File: src/rtl/div_ctrl.sv
// Sequencer around an iterative unsigned divider core for DIV/DIVU/REM/REMU.
// Optional result cache: define DIV_RESULT_CACHE_EN.
module div_ctrl #(
  parameter int XLEN = 32
) (
  input  logic            i_clk,
  input  logic            i_rst,
  input  logic            i_valid,
  input  logic [1:0]      i_op,
  input  logic [XLEN-1:0] i_rs1,
  input  logic [XLEN-1:0] i_rs2,
  output logic            o_ready,
  input  logic            i_flush,
  output logic            o_valid,
  output logic [XLEN-1:0] o_result,
  input  logic            i_ready,
  output logic            o_busy,
  output logic            o_div_start,
  output logic [XLEN-1:0] o_div_rs1,
  output logic [XLEN-1:0] o_div_rs2,
  input  logic [XLEN-1:0] i_div_res,
  input  logic [XLEN-1:0] i_div_rem,
  input  logic            i_div_ok
);

  typedef enum logic [2:0] {
    S_IDLE, S_ISSUE, S_BUSY, S_DONE, S_DRAIN
  } state_t;

  localparam logic [XLEN-1:0] MIN_NEG = {1'b1, {(XLEN-1){1'b0}}};

  state_t r_state, w_next;

  logic [XLEN-1:0] r_a, r_b, r_result;
  logic            r_neg_q, r_neg_r, r_rem;

  logic            w_acc, w_sgn, w_rem;
  logic            w_neg_a, w_neg_b;
  logic            w_zero, w_ovf, w_spec;
  logic            w_hit, w_cap;
  logic [XLEN-1:0] w_abs_a, w_abs_b;
  logic [XLEN-1:0] w_spec_val, w_hit_val;

  function automatic logic [XLEN-1:0] fix(
    input logic [XLEN-1:0] q,
    input logic [XLEN-1:0] r,
    input logic            nq,
    input logic            nr,
    input logic            sel_rem
  );
    logic [XLEN-1:0] v;
    v = sel_rem ? r : q;
    if (sel_rem ? nr : nq) v = -v;
    return v;
  endfunction

  assign w_acc   = i_valid & (r_state == S_IDLE) & ~i_flush;
  assign w_sgn   = ~i_op[0];
  assign w_rem   = i_op[1];
  assign w_neg_a = w_sgn & i_rs1[XLEN-1];
  assign w_neg_b = w_sgn & i_rs2[XLEN-1];
  assign w_abs_a = w_neg_a ? -i_rs1 : i_rs1;
  assign w_abs_b = w_neg_b ? -i_rs2 : i_rs2;

  assign w_zero = (i_rs2 == '0);
  assign w_ovf  = w_sgn & (i_rs1 == MIN_NEG) & (i_rs2 == '1);
  assign w_spec = w_zero | w_ovf;

  assign w_spec_val = w_zero ? (w_rem ? i_rs1 : '1)
                             : (w_rem ? '0 : i_rs1);

  assign w_cap = (r_state == S_BUSY) & i_div_ok & ~i_flush;

`ifdef DIV_RESULT_CACHE_EN
  logic            r_sgn;
  logic            r_c_vld, r_c_sgn;
  logic [XLEN-1:0] r_c_a, r_c_b, r_c_q, r_c_r;

  // Keyed on magnitudes: equal magnitudes give equal core outputs
  assign w_hit = r_c_vld & (r_c_sgn == w_sgn) &
                 (r_c_a == w_abs_a) & (r_c_b == w_abs_b);
  assign w_hit_val = fix(r_c_q, r_c_r, w_neg_a ^ w_neg_b,
                         w_neg_a, w_rem);

  always_ff @(posedge i_clk) begin
    if (!i_rst) begin
      r_sgn   <= 1'b0;
      r_c_vld <= 1'b0;
      r_c_sgn <= 1'b0;
      r_c_a   <= '0;
      r_c_b   <= '0;
      r_c_q   <= '0;
      r_c_r   <= '0;
    end else begin
      if (w_acc & ~w_spec) r_sgn <= w_sgn;
      if (i_flush) begin
        r_c_vld <= 1'b0;
      end else if (w_cap) begin
        r_c_vld <= 1'b1;
        r_c_sgn <= r_sgn;
        r_c_a   <= r_a;
        r_c_b   <= r_b;
        r_c_q   <= i_div_res;
        r_c_r   <= i_div_rem;
      end
    end
  end
`else
  assign w_hit     = 1'b0;
  assign w_hit_val = '0;
`endif

  always_ff @(posedge i_clk) begin
    if (!i_rst) r_state <= S_IDLE;
    else        r_state <= w_next;
  end

  always_comb begin
    w_next = r_state;
    unique case (r_state)
      S_IDLE: begin
        if (w_acc) w_next = (w_spec | w_hit) ? S_DONE : S_ISSUE;
      end
      S_ISSUE: begin
        if (i_flush)       w_next = S_IDLE;
        else if (i_div_ok) w_next = S_BUSY;
      end
      S_BUSY: begin
        if (i_flush)       w_next = S_DRAIN;
        else if (i_div_ok) w_next = S_DONE;
      end
      S_DONE: begin
        if (i_flush | i_ready) w_next = S_IDLE;
      end
      S_DRAIN: begin
        if (i_div_ok) w_next = S_IDLE;
      end
      default: w_next = S_IDLE;
    endcase
  end

  always_comb begin
    o_ready     = (r_state == S_IDLE);
    o_busy      = (r_state != S_IDLE);
    o_valid     = (r_state == S_DONE);
    o_div_start = (r_state == S_ISSUE);
    o_div_rs1   = r_a;
    o_div_rs2   = r_b;
    o_result    = r_result;
  end

  // Core operands only change on a normal accept, so they stay put through BUSY
  always_ff @(posedge i_clk) begin
    if (!i_rst) begin
      r_a      <= '0;
      r_b      <= '0;
      r_result <= '0;
      r_neg_q  <= 1'b0;
      r_neg_r  <= 1'b0;
      r_rem    <= 1'b0;
    end else begin
      if (w_acc) begin
        if (w_spec) begin
          r_result <= w_spec_val;
        end else if (w_hit) begin
          r_result <= w_hit_val;
        end else begin
          r_a     <= w_abs_a;
          r_b     <= w_abs_b;
          r_neg_q <= w_neg_a ^ w_neg_b;
          r_neg_r <= w_neg_a;
          r_rem   <= w_rem;
        end
      end
      if (w_cap) begin
        r_result <= fix(i_div_res, i_div_rem, r_neg_q, r_neg_r, r_rem);
      end
    end
  end

endmodule

File: config.mk
export PLATFORM = sky130hd
export DESIGN_NAME = div_ctrl
export DESIGN_NICKNAME = d
export VERILOG_FILES = /design/src/rtl/div_ctrl.sv
export SDC_FILE = /design/constraint.sdc
export NUM_CORES = 1
export LEC_CHECK = 0
export BUFFER_PORTS_ARGS = -buffer_cell sky130_fd_sc_hd__buf_2
export CORE_MARGIN = 1
export CORE_UTILIZATION = 38
export CTS_BUF_LIST = sky130_fd_sc_hd__clkbuf_16
export DETAILED_ROUTE_END_ITERATION = 16
export PLACE_DENSITY = 0.63
export SYNTH_ARGS = -nofsm -noshare
export SYNTH_HDL_FRONTEND = slang
export SYNTH_SLANG_ARGS = --single-unit
File: constraint.sdc
create_clock -name i_clk -period 9.1 [get_ports i_clk]
set_clock_uncertainty 0.05 [all_clocks]
set_input_delay 1.82 -clock i_clk [delete_from_list [all_inputs] [get_ports i_clk]]
set_output_delay 1.82 -clock i_clk [all_outputs]
set_load 0.05 [all_outputs]
==> results of run 1 <==
layer usage:
metal	vias to the layer above	routed length (um)	GRT usage
met5	-	0	0
met4	0	406	0.0745
met3	24	1530	0.0533
met2	236	9920	0.352
met1	3196	10400	0.318
li1	3607	-	-
logic make-up after synthesis:
family | after synthesis | share of synthesized area
AOI/OAI and AO/OA | 230 | 0.210
and+or+nand+nor | 300 | 0.213
DFF | 102 | 0.293
adders and majority gates | 31 | 0.0460
buffers and inverters | 75 | 0.0456
xor gates and xnor gates | 89 | 0.112
muxes | 55 | 0.0794
cells in the final DEF, fill, tap and decap left out, types with 14 or more instances in the layout:
cell type and count:
a21oi_1 69, nor3_1 26, o31ai_1 14, o21ai_0 40, maj3_1 27, buf_2 235, mux2i_1 53, nand2_1 44
xor2_1 27, nor4_1 18, nor2_1 124, xnor2_1 62, a211oi_1 53, dfxtp_1 101
path summary, 6_finish.rpt:
path                               startpoint            end  slack [ns]
worst max register to register          r_rem   o_result[18]        5.42
worst min register to register  o_div_rs2[30]  o_div_rs2[30]        0.40
worst max-delay path                 i_rs1[0]   o_result[23]        4.23
worst min-delay path            o_div_rs2[30]  o_div_rs2[30]        0.40
through the flow:
step / std cells / hold WS, ns / util / worst slack, ns / power (mW)
4_1_cts: 1306 / 0.401 / 0.472 / 4.23 / 1.17
2_1_floorplan: 882 / 0.392 / - / 4.51 / 0.704
3_3_place_gp: 1290 / 0.387 / 0.457 / 3.93 / 0.810
5_1_grt: 1308 / 0.417 / 0.472 / 4.03 / 1.21
3_5_place_dp: 1290 / 0.393 / 0.457 / 3.85 / 0.811
6_report: 1310 / 0.399 / 0.473 / 4.23 / 1.16
worst register-to-register path: stages, from the launching register on:
cell and delay [ns]:
dfxtp_2 0.32, buf_4 0.62, mux2i_1 0.44, ha_1 0.22
o21ai_0 0.27, nor4_1 0.95, a21oi_1 0.17, xnor2_1 0.27
nor2_1 0.07, a211oi_1 0.21
power by group through the flow:
stage	combinational (mW)	sequential (mW)	clock, mW
global route	0.347	0.484	0.381
detailed placement	0.320	0.491	0
global placement	0.319	0.491	0
floorplan	0.139	0.565	0
finish	0.321	0.481	0.355
CTS	0.321	0.481	0.365
flip-flops by register name, summed over array words and instances (netlist names):
register	count
r_rem	1
o_div_rs2	32
r_state	3
o_result	32
o_div_rs1	32
r_neg_r	1
r_neg_q	1
layout make-up:
class                   instances  area (um2)
well taps                     229         287
clock inverters                 7        41.3
fillers                      1860        9470
repair buffers                241        1220
diodes                          4        10.0
flip-flops and latches        102        2040
inverters                      13        48.8
clock buffers                   9         225
multi-input cells             705        4620
==> results_dict.tcl, run 1 <==
set metrics [dict create \
    syn_area_per_cell_um2 7.89 \
    clkPwrFrac 0.307 \
    antenna_found_initial 3 \
    vias 7063 \
    ctsHoldBuffers 0 \
    syn-num-nets 1022 \
    wirelength_mm 22.3 \
    grt_usage 0.231 \
    max_cap_viol_count 0 \
    endpoint_kind "flip-flop" \
    fin_area_mm2 0.00849 \
    ctsResizeCount 0 \
    htree_levels 3 \
    synth.cell_area_mm2 0.00696 \
    dp_hpwl_mm 17.3 \
    switching_share 0.346 \
    drive_above_1_share 0.259 \
    cp-start-kind "primary input" \
    yosysTopAreaCellShare 0.293 \
    ys.flop_type "dfxtp_1" \
    core_mm2 0.0180 \
    slew_headroom 0.276 \
    crit_required_ns 9.30 \
    synth-edff-count 0 \
    place_congestion 0.887 \
    p_int_uw 757 \
    critical_path.cell_chain "buf_2 -> inv_1 -> ha_1 -> or4b_2 -> nor4b_1 -> or4b_2 -> o32a_1 -> mux2i_1 -> a2111oi_0" \
    drc_errors 0 \
    synth_area_leaders "dfxtp_1 29%, xnor2_1 7.8%, mux2i_1 7.6%, nor2_1 6.7%, a211oi_1 5.7%" \
    cp_num_cells 9 \
    comb_power_share 0.278 \
    cp_slowest_cell "or4b_2" \
    die_area_mm2 0.0189 \
    grt_pass1_wl_mm 33.4 \
    port_buffers 235 \
    io_pins 236 \
    p_sw_uw 401 \
    overflow 0 \
    clk_pin_slew_ns 0.07 \
    finish.net_count 1212 \
    min_path_type "reg2reg" \
    die_y_um 137 \
    tightest_slew_ns 1.09 \
    cts_made_buffers 9 \
    rsz0062_at_grt "false" \
    dpl_cell_area_mm2 0.00822 \
    first_iter_violations 462 \
    insertion_delay_ns 0.36 \
    seq_power_share 0.416 \
    power.density_mw_per_mm2 136 \
    fmax_mhz 205 \
    synth-seq-cells 102 \
    yosysMostFrequentCell "nor2_1" \
    ys_types 58 \
    syn_inst 882 \
    drt_first_pass_iters 7 \
    path_class "in2reg" \
    cp_max_fo 15 \
    synth_async_sr_flop_share 0 \
    cts_tree "yes" \
    cellLeakagePower_nw 3.48 \
    cts_setup_buffers 0 \
    final.period_utilization 0.535 \
    grt_start_max_net_pins 116 \
    critPathMostFrequentCell "or4b_2" \
    synth_warnings 0 \
    hold_violations 0 \
    vias_per_cell 5.39 \
    yosys-top-cells-count "125 x nor2_1, 102 x dfxtp_1, 69 x a21oi_1" \
    die_w_um 137 \
    rows 49 \
    cts.sinks 102 \
    peakVddDrop_mv 0.0861 \
    drv_slew 0 \
    status "completed" \
    ys_seq_area_frac 0.293 \
    worstPathArrival_ns 5.06 \
    reg2regPathDepth 9 \
    ant_nets 0 \
    setup_violations 0 \
    grt_pass1_vias 6171 \
    syn2layout_area_growth_pct 22.0 \
    avgRoutedWirePerCell_um 17.0 \
    cpPeakStageDelay_ns 0.65 \
    cts-root-buf "clkbuf_16" \
    holdPathStages 2 \
    period_minus_slack_ns 4.87 \
    final.setup.tns_ns 0 \
    clockBufferDepth 2 \
    start_util 0.388 \
    critical_path_buf_inv_count 2 \
    yosysTopAreaCell "dfxtp_1" \
    cpLargestDelayFamily "simple AND/OR/NAND/NOR gates" \
]
(Power assumes the default switching activity.)
==> run 2: changes to the inputs <==
--- a/config.mk
+++ b/config.mk
@@ -10,7 +10,7 @@
 export CORE_UTILIZATION = 38
 export CTS_BUF_LIST = sky130_fd_sc_hd__clkbuf_16
 export DETAILED_ROUTE_END_ITERATION = 16
-export PLACE_DENSITY = 0.63
+export PLACE_DENSITY = 0.66
 export SYNTH_ARGS = -nofsm -noshare
 export SYNTH_HDL_FRONTEND = slang
 export SYNTH_SLANG_ARGS = --single-unit
==> constraint.sdc (replaced) <==
create_clock -name i_clk -period 4.03 [get_ports i_clk]
set_clock_uncertainty 0.05 [all_clocks]
set_input_delay 0.806 -clock i_clk [delete_from_list [all_inputs] [get_ports i_clk]]
set_output_delay 0.806 -clock i_clk [all_outputs]
set_load 0.05 [all_outputs]
==> run 2 against run 1 <==
Effect of this change:
- clock power is 130% higher
- cell area increased by 1.6%
- non-clock buffer count is 14 higher
- die area is the same
- sequential power increased by 130%
- cell count is 0.99% higher
==> results_dict.tcl, run 2 (synthesis gave the netlist of run 1 again) <==
set metrics [dict create \
    status "completed" \
    drv_slew 0 \
    worstPathArrival_ns 3.87 \
    grt_pass1_wl_mm 33.6 \
    cp_max_fo 9 \
    avgRoutedWirePerCell_um 17.0 \
    setup_violations 0 \
    grt_start_max_net_pins 104 \
    critical_path_buf_inv_count 3 \
    max_cap_viol_count 0 \
    holdPathStages 2 \
    worst_hold_slack_ns 0.403 \
    met3_usage 0.0493 \
    critical_path.cell_chain "buf_2 -> inv_1 -> ha_1 -> or4b_2 -> nor4b_1 -> or4b_2 -> o32a_1 -> buf_4 -> nand2_1 -> o221ai_1 -> nor2_1" \
    cts-root-buf "clkbuf_16" \
    path_class "in2reg" \
    layout_commonest_cell "buf_2" \
    grt.busiest_layer "met2" \
    grt_usage 0.233 \
    htree_levels 3 \
    ant_nets 0 \
    cts.sinks 102 \
    met2_usage 0.356 \
    fmax_mhz 276 \
    port_buffers 235 \
    stdcell_count 1323 \
    rsz0062_at_grt "false" \
    finish.net_count 1226 \
    cpLargestDelayFamily "simple AND/OR/NAND/NOR gates" \
    peakVddDrop_mv 0.274 \
    drt_first_pass_iters 5 \
    post-place-cells 1304 \
    dp_hpwl_mm 17.5 \
    insertion_delay_ns 0.36 \
    power.density_mw_per_mm2 305 \
    drc_errors 0 \
    rr_startpoint "r_rem" \
    cp-start-kind "primary input" \
    clk_pin_slew_ns 0.07 \
    crit_end "o_result[15]" \
    crit_required_ns 4.28 \
    cpPeakStageDelay_ns 0.64 \
    cp_num_cells 11 \
    wirelength_mm 22.5 \
    rows 49 \
    vias_per_cell 5.45 \
    cts_tree "yes" \
    overflow 0 \
    cts_made_buffers 9 \
    grtUsageMet1 0.314 \
    r2r_slack_ns 0.85 \
    start_util 0.388 \
    ctsResizeCount 0 \
    syn2layout_area_growth_pct 23.9 \
    min_path_type "reg2reg" \
    period_minus_slack_ns 3.62 \
    reg2regPathDepth 9 \
    endpoint_kind "flip-flop" \
    critPathMostFrequentCell "or4b_2" \
    slew_headroom 0.350 \
    cp_slowest_cell "or4b_2" \
    final.setup.tns_ns 0 \
    first_iter_violations 401 \
    startpoint "i_rs1[0]" \
    ctsHoldBuffers 0 \
    cts_setup_buffers 0 \
    die_area_mm2 0.0189 \
    grt_pass1_vias 6353 \
    cellLeakagePower_nw 3.56 \
    drive_above_1_share 0.268 \
    antenna_found_initial 3 \
    final.period_utilization 0.899 \
    hold_violations 0 \
    die_y_um 137 \
    die_w_um 137 \
    reg2reg_to "o_result[31]" \
    tightest_slew_ns 0.973 \
    place_ws_ns 0.0196 \
    io_pins 236 \
    clockBufferDepth 2 \
    final_cell_mix "235 x buf_2, 124 x nor2_1, 101 x dfxtp_1, 69 x a21oi_1, 62 x xnor2_1" \
    place_congestion 0.890 \
    core_mm2 0.0180 \
    fin_ws_ns 0.405 \
    vias 7214 \
]
[run 2: cell types whose count changed in the layout (fill, tap and decap cells not counted), sizes merged]
cell	previous run	this run
buf	241	255
clkinvlp	1	0
diode	4	3
inv	13	14
[run 2: worst min-delay path by stage]
| stage | to | slack, ns | start |
|---|---|---|---|
| after global routing | o_div_rs1[31] | 0.42 | o_div_rs1[31] |
| after global placement | o_div_rs2[30] | 0.39 | o_div_rs2[30] |
| final | o_div_rs1[31] | 0.40 | o_div_rs1[31] |
| after CTS | o_div_rs1[31] | 0.40 | o_div_rs1[31] |
| after detailed placement | o_div_rs1[31] | 0.39 | o_div_rs1[31] |
| after floorplan | r_neg_q | 0.39 | r_neg_q |
[run 2: layer usage]
layer	wire, um	part of all wire
met5	13	0.00058
met2	9880	0.44
met1	10300	0.46
met3	1670	0.074
met4	600	0.027
[run 2: per-stage QoR]
step / utilization / area, um2 / total power, mW
after global placement: 0.465 / 8350 / 1.83
after CTS: 0.480 / 8620 / 2.65
final: 0.480 / 8630 / 2.63
after detailed placement: 0.465 / 8350 / 1.84
after global routing: 0.480 / 8620 / 2.76
after floorplan: - / 6960 / 1.59
[run 2: area by class of cell]
type | instances | area (um2)
fillers | 1849 | 9340
inverters | 13 | 48.8
flip-flops and latches | 102 | 2040
multi-input cells | 705 | 4620
clock buffers | 9 | 225
repair buffers | 255 | 1350
diodes | 3 | 7.51
well taps | 229 | 287
clock inverters | 7 | 48.8
[run 2: where the power goes]
part,internal (mW),leakage [nW],switching (mW)
Sequential,1.06,0.834,0.0308
Combinational,0.240,2.59,0.486
Clock,0.420,0.137,0.397
[run 2: worst min-delay path: cells and delay by family, from the launching register on]
kind               cells  cell delay [ns]
and+or+nand+nor        1             0.05
AOI/OAI and AO/OA      1             0.05
DFF                    1             0.31
==> run 3: changes to the inputs <==
==> config.mk (replaced) <==
export PLATFORM = sky130hd
export DESIGN_NAME = div_ctrl
export DESIGN_NICKNAME = d
export VERILOG_FILES = /design/src/rtl/div_ctrl.sv
export SDC_FILE = /design/constraint.sdc
export NUM_CORES = 1
export LEC_CHECK = 0
export CORE_MARGIN = 1
export CORE_UTILIZATION = 38
export CTS_BUF_LIST = sky130_fd_sc_hd__clkbuf_16
export DETAILED_ROUTE_END_ITERATION = 16
export DONT_BUFFER_PORTS = 1
export GPL_ROUTABILITY_DRIVEN = 0
export PLACE_DENSITY = 0.54
export SYNTH_ARGS = -nofsm -noshare
export SYNTH_HDL_FRONTEND = slang
export SYNTH_SLANG_ARGS = --single-unit
==> run 3 against run 2 <==
Effect of this change:
- global-route usage fell by 0.15 points
- combinational power decreased by 48%
- core utilization fell by 6.3 points
- first-iteration DRC count shrank 0.25%
- clock power up 15%
- wire length shrank 1.1%
- critical endpoint is now o_result[23]
- largest power group unchanged
- highest routed layer is now met4
==> results_dict.tcl, run 3 (synthesis gave the netlist of run 1 again) <==
set metrics [dict create \
    status "completed" \
    route.met3.wl_mm 1.75 \
    io_pins 236 \
    start_util 0.388 \
    cellLeakagePower_nw 2.52 \
    cp_max_fo 8 \
    antenna_found_initial 0 \
    ctsHoldBuffers 0 \
    ctsResizeCount 0 \
    final_cell_mix "124 x nor2_1, 101 x dfxtp_1, 69 x a21oi_1, 62 x xnor2_1" \
    clockBufferDepth 2 \
    insertion_delay_ns 0.36 \
    cp-start-kind "primary input" \
    core_mm2 0.0180 \
    drv_slew 0 \
    final.period_utilization 0.895 \
    dp_hpwl_mm 17.3 \
    fmax_mhz 277 \
    die_w_um 137 \
    cts_setup_buffers 0 \
    overflow 0 \
    drive_above_1_share 0.0666 \
    worst_hold_slack_ns 0.446 \
    r2r_slack_ns 0.67 \
    holdPathStages 2 \
    htree_levels 3 \
    cts_made_buffers 9 \
    fin_ws_ns 0.424 \
    first_iter_violations 400 \
    hold_violations 0 \
    syn2layout_area_growth_pct 7.62 \
    vias_per_cell 5.82 \
    avgRoutedWirePerCell_um 20.5 \
    wl_met1_mm 10.4 \
    max_cap_viol_count 0 \
    min_path_type "reg2reg" \
    num-fill-cells 1903 \
    clk_pin_slew_ns 0.07 \
    grt_start_max_net_pins 84 \
    cts-root-buf "clkbuf_16" \
    die_area_mm2 0.0189 \
    finish.net_count 992 \
    grt_pass1_wl_mm 33.1 \
    final.setup.tns_ns 0 \
    rsz0062_at_grt "false" \
    peakVddDrop_mv 0.250 \
    cts.sinks 102 \
    hold_end "r_neg_r" \
    place_ws_ns 0.0372 \
    endpoint_kind "flip-flop" \
    die_y_um 137 \
    slew_headroom 0.376 \
    wirelength_mm 22.2 \
    layout_commonest_cell "nor2_1" \
    drt_first_pass_iters 5 \
    diodes 0 \
    top_layer_used "met4" \
    power.density_mw_per_mm2 345 \
    dr_wl_met2_mm 9.62 \
    crit_required_ns 4.22 \
    grt_pass1_vias 5599 \
    vias 6316 \
    reg2regPathDepth 7 \
    rr_startpoint "r_state[1]" \
    port_buffers 0 \
    worstPathArrival_ns 3.79 \
    setup_violations 0 \
    reg2reg_to "o_result[23]" \
    grt_usage 0.231 \
    ant_nets 0 \
    drc_errors 0 \
    period_minus_slack_ns 3.61 \
    cts_tree "yes" \
    path_class "in2reg" \
    min_from "r_neg_r" \
    rows 49 \
    tightest_slew_ns 0.935 \
]
==> run 3: where the power goes <==
| group | internal, mW | total (mW) | leakage [nW] | switching, mW |
|---|---|---|---|---|
| registers | 1.06 | 1.27 | 0.834 | 0.214 |
| clock network | 0.540 | 0.937 | 0.151 | 0.396 |
| logic | 0.163 | 0.376 | 1.54 | 0.213 |
| total | 1.76 | 2.59 | 2.52 | 0.823 |
==> run 3: area by class of cell <==
type,instances,area [um2],share of cell area
multi-input cells,705,4620,0.617
flip-flops and latches,102,2040,0.273
well taps,229,287,0.0382
clock buffers,9,225,0.0301
repair buffers,21,183,0.0244
clock inverters,6,85.1,0.0114
inverters,13,48.8,0.00651
==> run 3: how the worst max path moves through the flow <==
| stage | start | to | slack (ns) | cells after the start |
|---|---|---|---|---|
| after global placement | i_rs1[0] | o_result[23] | 0.10 | 8 |
| final | i_rs1[0] | o_result[23] | 0.42 | 8 |
| after detailed placement | i_rs1[0] | o_result[23] | 0.04 | 8 |
| after CTS | i_rs1[0] | o_result[23] | 0.41 | 8 |
| after global routing | i_rs1[0] | o_result[23] | 0.28 | 8 |
| after floorplan | r_rem | o_result[18] | 0.09 | 13 |
==> run 3: worst max-delay path, cell delays in order <==
cell and delay [ns]:
inv_1 0.04, ha_1 0.17, or4b_2 0.67, nor4b_1 0.38, or4b_2 0.64, o32a_1 0.52, mux2i_1 0.17, a2111oi_0 0.39
==> run 3: through the flow <==
| stage | std cells | util | instance area, um2 | power, mW |
|---|---|---|---|---|
| 2_1_floorplan | 882 | - | 6960 | 1.59 |
| 3_3_place_gp | 1070 | 0.400 | 7180 | 1.67 |
| 3_5_place_dp | 1070 | 0.400 | 7180 | 1.67 |
| 4_1_cts | 1085 | 0.417 | 7490 | 2.61 |
| 5_1_grt | 1085 | 0.417 | 7490 | 2.70 |
| 6_report | 1085 | 0.417 | 7490 | 2.59 |
==> run 3: routing by layer <==
layer,up-vias,GRT usage
met1,2908,0.324
li1,3171,-
met4,0,0.0824
met3,25,0.0600
met5,-,0
met2,212,0.338
